`src/rtl/bi_2_line_pipe.sv`:
```
// -----------------------------------------------------------------------------
// bi_2_line_pipe
//
// Purpose:
//   Two-stage pipelined binary-to-one-hot decoder. It is the inverse of the
//   line-to-binary encoder. A binary bit index, such as a leading-one
//   position or a normalization shift count, is turned back into a one-hot
//   line vector for the mantissa datapath. Both sides use a valid/ready
//   handshake. The pipe buffers up to two items and streams one per cycle.
//
// Parameters:
//   IN_WIDTH   width of the binary index input
//   OUT_WIDTH  width of the one-hot output, OUT_WIDTH <= 2**IN_WIDTH
//
// Ports:
//   clk        system clock, rising edge
//   rst        synchronous, active-high reset
//   in_valid   in_bin is valid this cycle
//   in_ready   block can accept in_bin this cycle
//   in_bin     binary index to decode
//   out_valid  out_line / out_err (/ out_mask) are valid
//   out_ready  downstream accepts the output this cycle
//   out_line   one-hot decode of the captured index
//   out_err    captured index was >= OUT_WIDTH; out_line is then all zeros
//   out_mask   (only with BI_2_LINE_THERMO_EN) thermometer mask, bits
//              [index:0] set; all ones for an out-of-range index
//
// Configuration macro:
//   BI_2_LINE_THERMO_EN  adds the registered out_mask output
// -----------------------------------------------------------------------------
module bi_2_line_pipe #(
    parameter int IN_WIDTH  = 5,
    parameter int OUT_WIDTH = 32
) (
    input  logic                 clk,
    input  logic                 rst,
    input  logic                 in_valid,
    output logic                 in_ready,
    input  logic [IN_WIDTH-1:0]  in_bin,
    output logic                 out_valid,
    input  logic                 out_ready,
    output logic [OUT_WIDTH-1:0] out_line,
    output logic                 out_err
`ifdef BI_2_LINE_THERMO_EN
    ,
    output logic [OUT_WIDTH-1:0] out_mask
`endif
);

    if (OUT_WIDTH > (1 << IN_WIDTH)) begin : g_bad_width
        $error("bi_2_line_pipe: OUT_WIDTH must not exceed 2**IN_WIDTH");
    end

    // One extra bit so that OUT_WIDTH == 2**IN_WIDTH is still representable.
    localparam logic [IN_WIDTH:0] OUT_LIM = (IN_WIDTH + 1)'(OUT_WIDTH);

    logic                 s1_valid_q, s1_valid_d;
    logic [IN_WIDTH-1:0]  s1_bin_q,   s1_bin_d;
    logic                 s2_valid_q, s2_valid_d;
    logic [OUT_WIDTH-1:0] line_q,     line_d;
    logic                 err_q,      err_d;
`ifdef BI_2_LINE_THERMO_EN
    logic [OUT_WIDTH-1:0] mask_q,     mask_d;
    logic [OUT_WIDTH-1:0] dec_mask;
`endif

    logic                 s2_adv;
    logic                 s1_adv;
    logic                 in_fire;
    logic                 in_range;
    logic [OUT_WIDTH-1:0] dec_line;

    // Handshake. in_ready depends on out_ready and state only, never on in_valid.
    assign s2_adv   = !s2_valid_q || out_ready;
    assign s1_adv   = s1_valid_q && s2_adv;
    assign in_ready = !s1_valid_q || s2_adv;
    assign in_fire  = in_valid && in_ready;

    // Decode of the S1 index. An out-of-range index leaves every line bit
    // clear and every mask bit set without a separate branch, because the
    // index is then >= every bit position.
    always_comb begin
        // NOTE: every combinational output gets a default first, so no path
        // leaves it unassigned and no latch is inferred.
        dec_line = '0;
`ifdef BI_2_LINE_THERMO_EN
        dec_mask = '0;
`endif
        in_range = {1'b0, s1_bin_q} < OUT_LIM;
        for (int i = 0; i < OUT_WIDTH; i++) begin
            dec_line[i] = (s1_bin_q == IN_WIDTH'(i));
`ifdef BI_2_LINE_THERMO_EN
            dec_mask[i] = ({1'b0, s1_bin_q} >= (IN_WIDTH + 1)'(i));
`endif
        end
    end

    // Next-state logic for both stages.
    always_comb begin
        s1_valid_d = s1_valid_q;
        s1_bin_d   = s1_bin_q;
        s2_valid_d = s2_valid_q;
        line_d     = line_q;
        err_d      = err_q;
`ifdef BI_2_LINE_THERMO_EN
        mask_d     = mask_q;
`endif

        // A new input may replace an item leaving S1 in the same cycle.
        if (in_fire) begin
            s1_valid_d = 1'b1;
            s1_bin_d   = in_bin;
        end else if (s1_adv) begin
            s1_valid_d = 1'b0;
        end

        // The data fields only load on a real item and keep their last value
        // across bubbles.
        if (s2_adv) begin
            s2_valid_d = s1_valid_q;
            if (s1_valid_q) begin
                line_d = dec_line;
                err_d  = !in_range;
`ifdef BI_2_LINE_THERMO_EN
                mask_d = dec_mask;
`endif
            end
        end
    end

    always_ff @(posedge clk) begin
        // NOTE: sequential state uses non-blocking assignments only, so every
        // register samples the pre-edge value of its inputs.
        if (rst) begin
            s1_valid_q <= 1'b0;
            s1_bin_q   <= '0;
            s2_valid_q <= 1'b0;
            line_q     <= '0;
            err_q      <= 1'b0;
`ifdef BI_2_LINE_THERMO_EN
            mask_q     <= '0;
`endif
        end else begin
            s1_valid_q <= s1_valid_d;
            s1_bin_q   <= s1_bin_d;
            s2_valid_q <= s2_valid_d;
            line_q     <= line_d;
            err_q      <= err_d;
`ifdef BI_2_LINE_THERMO_EN
            mask_q     <= mask_d;
`endif
        end
    end

    assign out_valid = s2_valid_q;
    assign out_line  = line_q;
    assign out_err   = err_q;
`ifdef BI_2_LINE_THERMO_EN
    assign out_mask  = mask_q;
`endif

endmodule

```
`config.mk`:
```
export PLATFORM = sky130hd
export DESIGN_NAME = bi_2_line_pipe
export DESIGN_NICKNAME = d
export VERILOG_FILES = /design/src/rtl/bi_2_line_pipe.sv
export SDC_FILE = /design/constraint.sdc
export NUM_CORES = 1
export LEC_CHECK = 0
export ABC_AREA = 1
export BUFFER_PORTS_ARGS = -buffer_cell sky130_fd_sc_hd__clkbuf_2
export CAP_MARGIN = 20
export CORE_UTILIZATION = 56
export CTS_CLUSTER_DIAMETER = 60
export DETAILED_ROUTE_END_ITERATION = 7
export PLACE_DENSITY = 0.91
export RECOVER_POWER = 100
export SYNTH_ARGS = -nofsm -noshare
export SYNTH_HDL_FRONTEND = slang
export SYNTH_SLANG_ARGS = --single-unit
```
`constraint.sdc`:
```
create_clock -name clk -period 3.15 [get_ports clk]
set_input_delay 0.1575 -clock clk [delete_from_list [all_inputs] [get_ports clk]]
set_output_delay 0.1575 -clock clk [all_outputs]
set_load 0.02 [all_outputs]
```
# After elaboration in Yosys (flattened, before gate mapping)
# Cells that the tools add are included.
# classes
muxes	2
n_eq_ne	31
reduce_logical	9
# op_table
operator	count
$eq 5x5->1 const B	16
$eq 5x4->1 const B	8
$eq 5x3->1 const B	4
$eq 5x2->1 const B	2
$eq 5x1->1 const B	1
$logic_not 5->1	1
$logic_and 1x1->1	2
$logic_not 1->1	2
$logic_or 1x1->1	2
$mux 1	2
$reduce_and 2->1	1
$reduce_bool 2->1	1
# word_totals
inputBits	9
elab_cells	46
out_inout_bits	35
register_bits	39

# Logic depth before layout (Yosys ltp)
# Gate-level depths: netlist of run 1.
# depth
depth_word	5
mapped_depth	7
ltp_nobuf	6

# Worst setup path after synthesis of run 1
# OpenSTA, ideal clock, no wires.
# synth_timing
path_kind	register to register
from	reg s2_valid_q, in the netlist out_valid
to	reg s1_bin_q[0]
setup_time_ns	0.116
n_path_buf	0
synth_period_minus_slack_ns	1.380
required_time_ns	3.034
path_slack_ns	1.770
t_arrival_ns	1.264
path_stages_with_launch	6
cell_sequence	dfxtp_1 nand3_1 nand2_1 inv_1 nor2_1 nor2_1
# synth_via
elab_chain_cells	4
# synth_rtl
item	line	text
start, declared	59	logic s2_valid_q, s2_valid_d;
start signal, assigned	146	s2_valid_q <= s2_valid_d;
$logic_not 1->1	74	assign s2_adv = !s2_valid_q || out_ready;
$logic_or 1x1->1	74	
$logic_or 1x1->1	76	assign in_ready = !s1_valid_q || s2_adv;
net in_ready	38	output logic in_ready,
$logic_and 1x1->1	77	assign in_fire = in_valid && in_ready;
end signal, assigned	145	s1_bin_q <= s1_bin_d;
end, declared	58	logic [IN_WIDTH-1:0] s1_bin_q, s1_bin_d;
# The timed path passes the listed nets, and every way through them passes these cells.
# A chain may end at the register's enable or synchronous reset.

# Final worst setup path of run 1
# layout_timing
from	reg s1_valid_q
to	reg line_q[26], in the netlist out_line[26]
# layout_via
elab_chain_cells	1
# layout_rtl
item	line	text
start, declared	57	logic s1_valid_q, s1_valid_d;
start signal, assigned	144	s1_valid_q <= s1_valid_d;
$reduce_and 2->1 (no line)	--	
end signal, assigned	147	line_q <= line_d;
end, declared	60	logic [OUT_WIDTH-1:0] line_q, line_d;
# No other way between the ends.

==> reports/metrics.json, run 1 <==
{
  "fp.dieArea": {"value": 3300, "unit": "um^2"},
  "port_buffers": {"value": 42},
  "antenna_violating_nets_post_route": {"value": 0},
  "finClkSkew": {"value": 0.00476, "unit": "ns"},
  "peak_per_stage_delay_on_the_critical_path": {"value": 1.01, "unit": "ns"},
  "slew-limit-headroom": {"value": 5.94, "unit": "%"},
  "worstPathArrival": {"value": 2.15, "unit": "ns"},
  "synthesis.area": {"value": 1720, "unit": "um^2"},
  "ys_types": {"value": 16},
  "clock_insertion_delay_at_the_later_pin_of_the_skew_report": {"value": 0.34, "unit": "ns"},
  "initial_core_util": {"value": 60.9, "unit": "%"},
  "antenna_cells_inserted": {"value": 0},
  "worst-slew-pin-transition": {"value": 1.41, "unit": "ns"},
  "synth.top_cells.by_count": {"value": "140 x nor2_1, 41 x inv_1, 39 x dfxtp_1, 19 x nand2_1, 5 x o21ai_0"},
  "synth.top_cells.by_area": {"value": "dfxtp_1 45%, nor2_1 31%, inv_1 8.9%, nand2_1 4.1%, buf_6 2.0%"},
  "drt-initial-drc-count": {"value": 39},
  "number_of_antenna_violations_at_the_first_check_in_global_routing": {"value": 0},
  "peak_supply_drop": {"value": 0.000266, "unit": "V"},
  "fmax": {"value": 0.512, "unit": "GHz"},
  "die_w": {"value": 57.4, "unit": "um"},
  "maximum_number_of_pins_on_one_net_before_global_route_repair": {"value": 36},
  "violations": {"value": "DRC"},
  "hold_buffers": {"value": 0},
  "drv_slew": {"value": 0},
  "reg2regPathDepth": {"value": 5},
  "timing.hold.worst.class": {"value": "input port to register"},
  "asyncSetResetFlopFracSynth": {"value": 0, "unit": "%"},
  "grtUsageTotal": {"value": 21.8, "unit": "%"},
  "cts-root-to-sink-buffers": {"value": 2},
  "dieHeight": {"value": 57.4, "unit": "um"},
  "postSynthRegisterBits": {"value": 39},
  "dr.pass1.iters": {"value": 7},
  "syn_inst": {"value": 268},
  "finalCriticalPeriod": {"value": 1.95, "unit": "ns"},
  "grt_pass1_wl": {"value": 5.44, "unit": "mm"},
  "routed_wirelength": {"value": 3.30, "unit": "mm"},
  "net_count_after_synthesis": {"value": 277},
  "buffers_inserted_by_post_cts_timing_repair": {"value": 0},
  "worst-setup-path-type": {"value": "register to register"},
  "synth_flop_cell": {"value": "dfxtp_1"},
  "required": {"value": 3.35, "unit": "ns"},
  "core_region_area": {"value": 2830, "unit": "um^2"},
  "r2r-start": {"value": "s1_valid_q"},
  "path_common_cell": {"value": "nor2_1"},
  "cts_htree_levels": {"value": 2},
  "reg2reg_to": {"value": "out_line[26]"},
  "clkSlewWorstSetupHoldPaths": {"value": 0.10, "unit": "ns"},
  "overflow_left_after_global_routing": {"value": 0},
  "timing_hold_violations_final": {"value": 0},
  "nFillCells": {"value": 316},
  "area.growth.synth_to_final": {"value": 9.67, "unit": "%"},
  "endpoint_type_of_the_worst_setup_path": {"value": "register"},
  "synthMostInstantiatedCell": {"value": "nor2_1"},
  "layout.nets": {"value": 316},
  "outcome": {"value": "finished, violations left"},
  "cts.root.buffer_cell": {"value": "clkbuf_4"},
  "power-per-cell-area": {"value": 427, "unit": "nW/um^2"},
  "std_cell_rows": {"value": 19},
  "tritoncts": {"value": "done"},
  "clock-sinks": {"value": 39},
  "synth_top_cell_area_share": {"value": 45.3, "unit": "%"},
  "max_cap_viol_count": {"value": 0},
  "remaining_drc_errors": {"value": 7},
  "crit_path_max_fanout": {"value": 32},
  "num_io_pins": {"value": 44},
  "cts_repair_resize_count": {"value": 0},
  "min-delay-start": {"value": "in_bin[2]"},
  "unrepaired_setup_endpoints_after_global_routing": {"value": "false"},
  "first_global_vias": {"value": 1352},
  "tritoncts.num_buffers": {"value": 5},
  "syn-mean-instance-area": {"value": 6.42, "unit": "um^2"},
  "yosys_warnings": {"value": 0},
  "seq_area_frac_synth": {"value": 45.3, "unit": "%"},
  "whs_endpoint": {"value": "s1_bin_q[2]"},
  "synth_edf_count": {"value": 0},
  "place.detailed.hpwl": {"value": 2.32, "unit": "mm"},
  "cp_cell_sequence": {"value": "inv_1, a21oi_2, nor2_1, nor2_1, nor2_1"},
  "worst-r2r-setup-slack": {"value": 1.20, "unit": "ns"},
  "yosys_top_cell_by_area": {"value": "dfxtp_1"},
  "total_leakage_power": {"value": 0.000727, "unit": "uW"},
  "finish.utilization": {"value": 66.7, "unit": "%"},
  "detail_route.vias_per_cell": {"value": 4.58},
  "place.gp.congestion": {"value": 0.749},
  "timing.hold.worst_path_depth": {"value": 3},
  "setup.worst_path.start_class": {"value": "register"},
  "wl_per_cell": {"value": 9.80, "unit": "um"},
  "fraction_of_final_layout_cells_with_drive_strength_greater_than_1": {"value": 6.86, "unit": "%"},
  "vias": {"value": 1543},
  "finalSetupTns": {"value": 0, "unit": "ns"},
  "setup-violations-final": {"value": 0},
  "period_share": {"value": 62.0, "unit": "%"},
  "worst_path_max_delay_cell": {"value": "a21oi_2"}
}
cell usage in the layout (no fill, tap or decap):
cell type	n
nor2_1	140
inv_1	42
conb_1	1
clkbuf_1	35
nand2_1	20
clkbuf_4	5
a21oi_2	1
a21oi_1	2
nand3_2	2
inv_2	1
dfxtp_1	39
clkbuf_2	8
o21ai_0	5
nand3_1	1
nor2_2	4
per-layer routing:
metal	up-vias	GRT usage (%)	share of wire (%)	routed length, um
met5	-	0	0	0
met4	0	13.6	2.6	85
met3	8	7.26	6.3	207
met2	45	36.2	47	1560
met1	650	24.0	44	1450
li1	840	-	-	-
sequential cells by signal (all words and copies together) (netlist names):
name	cells
s1_bin_q	5
s1_valid_q	1
out_line	32
out_valid	1
worst max-delay path by stage:
stage	endpoint	cells past startpoint	startpoint	slack [ns]
CTS	out_line[26]	5	s1_valid_q	1.57
floorplan	s1_bin_q[0]	5	out_valid	1.77
detailed placement	out_line[26]	5	s1_valid_q	1.58
finish	out_line[26]	5	s1_valid_q	1.20
global route	out_line[31]	5	s1_valid_q	0.96
global placement	out_line[7]	5	s1_valid_q	1.67
power by group:
part | leakage, uW | internal (uW) | switching (uW)
registers | 0.000316 | 502 | 9.16
clock network | 0.0000242 | 79.4 | 144
logic | 0.000387 | 17.8 | 52.7
total | 0.000727 | 599 | 206
kinds of logic (layout without fill, tap and decap cells):
| kind of cell | after synthesis | in the layout | share of synthesized area, % |
|---|---|---|---|
| other | 1 | 1 | 0.218 |
| DFF | 39 | 39 | 45.3 |
| buffers and inverters | 53 | 91 | 13.5 |
| AOI/OAI and AO/OA | 8 | 8 | 2.98 |
| and+or+nand+nor | 167 | 167 | 37.9 |
metrics by stage:
stage	total power, uW	cells	setup WS (ns)	area (um^2)	hold slack (ns)
after global routing	839	337	0.956	1890	0.0814
final	805	337	1.20	1890	0.0662
after detailed placement	596	331	1.58	1900	0.421
after CTS	817	337	1.57	1940	0.0552
after floorplan	582	268	1.77	1720	0.323
after global placement	593	331	1.67	1900	0.411
critical path: cells and delay by family (launching register included):
family          cells  cell delay, ns
compound gates      1            1.01
buf+inv             1            0.10
flops               1            0.41
simple gates        3            0.29
layout make-up:
class                   instances  area (um^2)  area share (%)
inverters                      43          161            8.55
repair buffers                 42          168            8.88
clock buffers                   6         41.3            2.19
well taps                      31         38.8            2.05
flip-flops and latches         39          781            41.4
multi-input cells             176          698            37.0
Note: power is estimated with default switching activity, not from simulation.
==> run 2: changes to the inputs <==
--- a/config.mk
+++ b/config.mk
@@ -8,10 +8,10 @@
 export ABC_AREA = 1
 export BUFFER_PORTS_ARGS = -buffer_cell sky130_fd_sc_hd__clkbuf_2
 export CAP_MARGIN = 20
-export CORE_UTILIZATION = 56
+export CORE_UTILIZATION = 52
 export CTS_CLUSTER_DIAMETER = 60
 export DETAILED_ROUTE_END_ITERATION = 7
-export PLACE_DENSITY = 0.91
+export PLACE_DENSITY = 0.86
 export RECOVER_POWER = 100
 export SYNTH_ARGS = -nofsm -noshare
 export SYNTH_HDL_FRONTEND = slang
==> constraint.sdc (replaced) <==
create_clock -name clk -period 2 [get_ports clk]
set_input_delay 0.1 -clock clk [delete_from_list [all_inputs] [get_ports clk]]
set_output_delay 0.1 -clock clk [all_outputs]
set_load 0.02 [all_outputs]
==> run 2 against run 1 <==
The run now ends clean. Highest routed layer unchanged. Count of clock-buffer cells in the layout rose by 2. Combinational power grew 70%. Non-clock buffer count rose by 5. Largest power group unchanged. Via count up 1.5%. Die area is 7.4% higher.
==> reports/metrics.json, run 2 (synthesis results as in run 1) <==
{
  "outcome": {"value": "completed"},
  "slew-limit-headroom": {"value": 58.3, "unit": "%", "change": "+52 points"},
  "area.growth.synth_to_final": {"value": 15.0, "unit": "%"},
  "drv_slew": {"value": 0, "change": "unchanged"},
  "peak_supply_drop": {"value": 0.000433, "unit": "V", "change": "+63%"},
  "timing.critical_path.max_delay_family": {"value": "buffers and inverters"},
  "fraction_of_final_layout_cells_with_drive_strength_greater_than_1": {"value": 7.67, "unit": "%", "change": "+0.80 points"},
  "worstPathArrival": {"value": 1.77, "unit": "ns", "change": "-0.38 ns"},
  "antenna_violating_nets_post_route": {"value": 0, "change": "unchanged"},
  "tritoncts": {"value": "done"},
  "dr.pass1.iters": {"value": 5, "change": "-2"},
  "finalHoldWorstSlack": {"value": 0.0214, "unit": "ns", "change": "-0.0448 ns"},
  "timing.hold.worst.class": {"value": "input port to register"},
  "hold_buffers": {"value": 3, "change": "+3"},
  "power-per-cell-area": {"value": 696, "unit": "nW/um^2", "change": "+63%"},
  "cp_cell_sequence": {"value": "inv_1, a21oi_4, clkbuf_2, nor2_1, nor2_1, nor2_1"},
  "unrepaired_setup_endpoints_after_global_routing": {"value": "false"},
  "cts_htree_levels": {"value": 2, "change": "unchanged"},
  "worst-setup-path-type": {"value": "register to register"},
  "tritoncts.num_buffers": {"value": 5, "change": "unchanged"},
  "required": {"value": 2.23, "unit": "ns", "change": "-1.12 ns"},
  "fp.dieArea": {"value": 3550, "unit": "um^2", "change": "+7.4%"},
  "global_route.peak_usage_layer": {"value": "met2"},
  "finalSetupTns": {"value": 0, "unit": "ns", "change": "unchanged"},
  "mostFrequentLayoutCell": {"value": "nor2_1"},
  "antenna_cells_inserted": {"value": 0, "change": "unchanged"},
  "multi_input_gate_area": {"value": 703, "unit": "um^2", "change": "+0.72%"},
  "setup.worst_path.start_class": {"value": "register"},
  "peak_per_stage_delay_on_the_critical_path": {"value": 0.52, "unit": "ns", "change": "-0.49 ns"},
  "place.detailed.hpwl": {"value": 2.39, "unit": "mm", "change": "+3.1%"},
  "cts.root.buffer_cell": {"value": "clkbuf_4"},
  "die_w": {"value": 59.5, "unit": "um", "change": "+3.6%"},
  "initial_core_util": {"value": 55.5, "unit": "%", "change": "-5.4 points"},
  "std_cell_rows": {"value": 20, "change": "+1"},
  "routed_wirelength": {"value": 3.37, "unit": "mm", "change": "+2.0%"},
  "grtUsageMet2": {"value": 36.8, "unit": "%", "change": "+0.54 points"},
  "grtUsageMet1": {"value": 25.3, "unit": "%", "change": "+1.3 points"},
  "core_region_area": {"value": 3100, "unit": "um^2", "change": "+9.7%"},
  "dieHeight": {"value": 59.5, "unit": "um", "change": "+3.6%"},
  "layout.nets": {"value": 321, "change": "+1.6%"},
  "nFillCells": {"value": 355, "change": "+12%"},
  "endpoint_type_of_the_worst_setup_path": {"value": "register"},
  "timing_hold_violations_final": {"value": 0, "change": "unchanged"},
  "period_share": {"value": 77.0, "unit": "%", "change": "+15 points"},
  "worst-slew-pin-transition": {"value": 0.626, "unit": "ns", "change": "-0.785 ns"},
  "setup-violations-final": {"value": 0, "change": "unchanged"},
  "fmax": {"value": 0.649, "unit": "GHz", "change": "+27%"},
  "postPlaceCellArea": {"value": 1930, "unit": "um^2", "change": "+1.6%"},
  "cts-root-to-sink-buffers": {"value": 2, "change": "unchanged"},
  "cp.buffers_inverters": {"value": 2, "change": "+1"},
  "detail_route.vias_per_cell": {"value": 4.39, "change": "-4.2%"},
  "buffers_inserted_by_post_cts_timing_repair": {"value": 0, "change": "unchanged"},
  "clock-sinks": {"value": 39, "change": "unchanged"},
  "use_met3": {"value": 5.24, "unit": "%", "change": "-2.0 points"},
  "largest_register_ffs": {"value": 32, "change": "unchanged"},
  "overflow_left_after_global_routing": {"value": 0, "change": "unchanged"},
  "port_buffers": {"value": 42, "change": "unchanged"},
  "area.sequential": {"value": 781, "unit": "um^2", "change": "unchanged"},
  "cell_area_after_layout": {"value": 1980, "unit": "um^2", "change": "+4.8%"},
  "vias": {"value": 1566, "change": "+1.5%"},
  "grtUsageTotal": {"value": 21.5, "unit": "%", "change": "-0.31 points"},
  "place.gp.congestion": {"value": 0.795, "change": "+6.1%"},
  "worst_path_max_delay_cell": {"value": "clkbuf_2"},
  "clkSlewWorstSetupHoldPaths": {"value": 0.11, "unit": "ns", "change": "about the same"},
  "maximum_number_of_pins_on_one_net_before_global_route_repair": {"value": 33, "change": "-8.3%"},
  "finClkSkew": {"value": 0.00695, "unit": "ns", "change": "+0.00219 ns"},
  "crit_path_max_fanout": {"value": 32, "change": "unchanged"},
  "finalCriticalPeriod": {"value": 1.54, "unit": "ns", "change": "-0.413 ns"},
  "finish.utilization": {"value": 63.8, "unit": "%", "change": "-3.0 points"},
  "grt_pass1_wl": {"value": 5.65, "unit": "mm", "change": "+3.9%"},
  "layout_common_cells": {"value": "141 x nor2_1, 42 x inv_1, 39 x dfxtp_1"},
  "drt-initial-drc-count": {"value": 72, "change": "+85%"},
  "max_cap_viol_count": {"value": 0, "change": "unchanged"},
  "total_leakage_power": {"value": 0.000765, "unit": "uW", "change": "+5.2%"},
  "remaining_drc_errors": {"value": 0, "change": "-7"},
  "cts_repair_resize_count": {"value": 0, "change": "unchanged"},
  "first_global_vias": {"value": 1372, "change": "+1.5%"},
  "number_of_antenna_violations_at_the_first_check_in_global_routing": {"value": 0, "change": "unchanged"},
  "wl_per_cell": {"value": 9.44, "unit": "um", "change": "-3.7%"},
  "clock_insertion_delay_at_the_later_pin_of_the_skew_report": {"value": 0.34, "unit": "ns", "change": "about the same"},
  "path_common_cell": {"value": "nor2_1"},
  "num_io_pins": {"value": 44, "change": "unchanged"}
}
-- run 2: cell types whose count changed in the layout (fill, tap and decap cells not counted) --
| cell | change |
|---|---|
| buf_4 | +1 |
| a21oi_2 | -1 |
| clkbuf_8 | +2 |
| dlygate4sd3_1 | +3 |
| a21oi_4 | +1 |
| nor2_2 | -1 |
| nor2_1 | +1 |
| clkbuf_2 | +1 |
-- run 2: worst paths after layout --
kind / startpoint / endpoint / slack [ns] / depth (start not counted)
setup / recovery: s1_valid_q / out_line[24] / 0.46 / 6
hold / removal: in_bin[1] / s1_bin_q[1] / 0.02 / 3
setup reg to reg: s1_valid_q / out_line[24] / 0.46 / 6
hold reg to reg: s1_bin_q[4] / s1_bin_q[4] / 0.53 / 2
-- run 2: tightest hold or removal path, cell delays in order --
cell and delay [ns]:
clkbuf_2 0.07, o21ai_0 0.08, nor2_1 0.08
-- run 2: final cells by class --
class	count	share of cell area, %
inverters	43	8.15
multi-input cells	176	35.5
repair buffers	47	10.6
flip-flops and latches	39	39.4
clock buffers	8	3.48
well taps	44	2.78
-- run 2: per-stage QoR --
| step | worst slack (ns) | instances | power [uW] |
|---|---|---|---|
| 2_1_floorplan | 0.620 | 268 | 917 |
| 3_3_place_gp | 0.772 | 346 | 939 |
| 3_5_place_dp | 0.726 | 346 | 940 |
| 4_1_cts | 0.700 | 357 | 1390 |
| 5_1_grt | 0.315 | 357 | 1450 |
| 6_report | 0.460 | 357 | 1380 |
-- run 2: layer usage --
metal | share of wire, % | wire length, um
met1 | 47 | 1590
met2 | 45 | 1530
met3 | 5.9 | 199
met4 | 1.4 | 46
met5 | 0 | 0
-- run 2: power by group --
group | internal (uW) | total, uW | switching [uW]
sequential | 791 | 805 | 14.6
combinational | 34.5 | 120 | 85.2
clock | 207 | 452 | 245
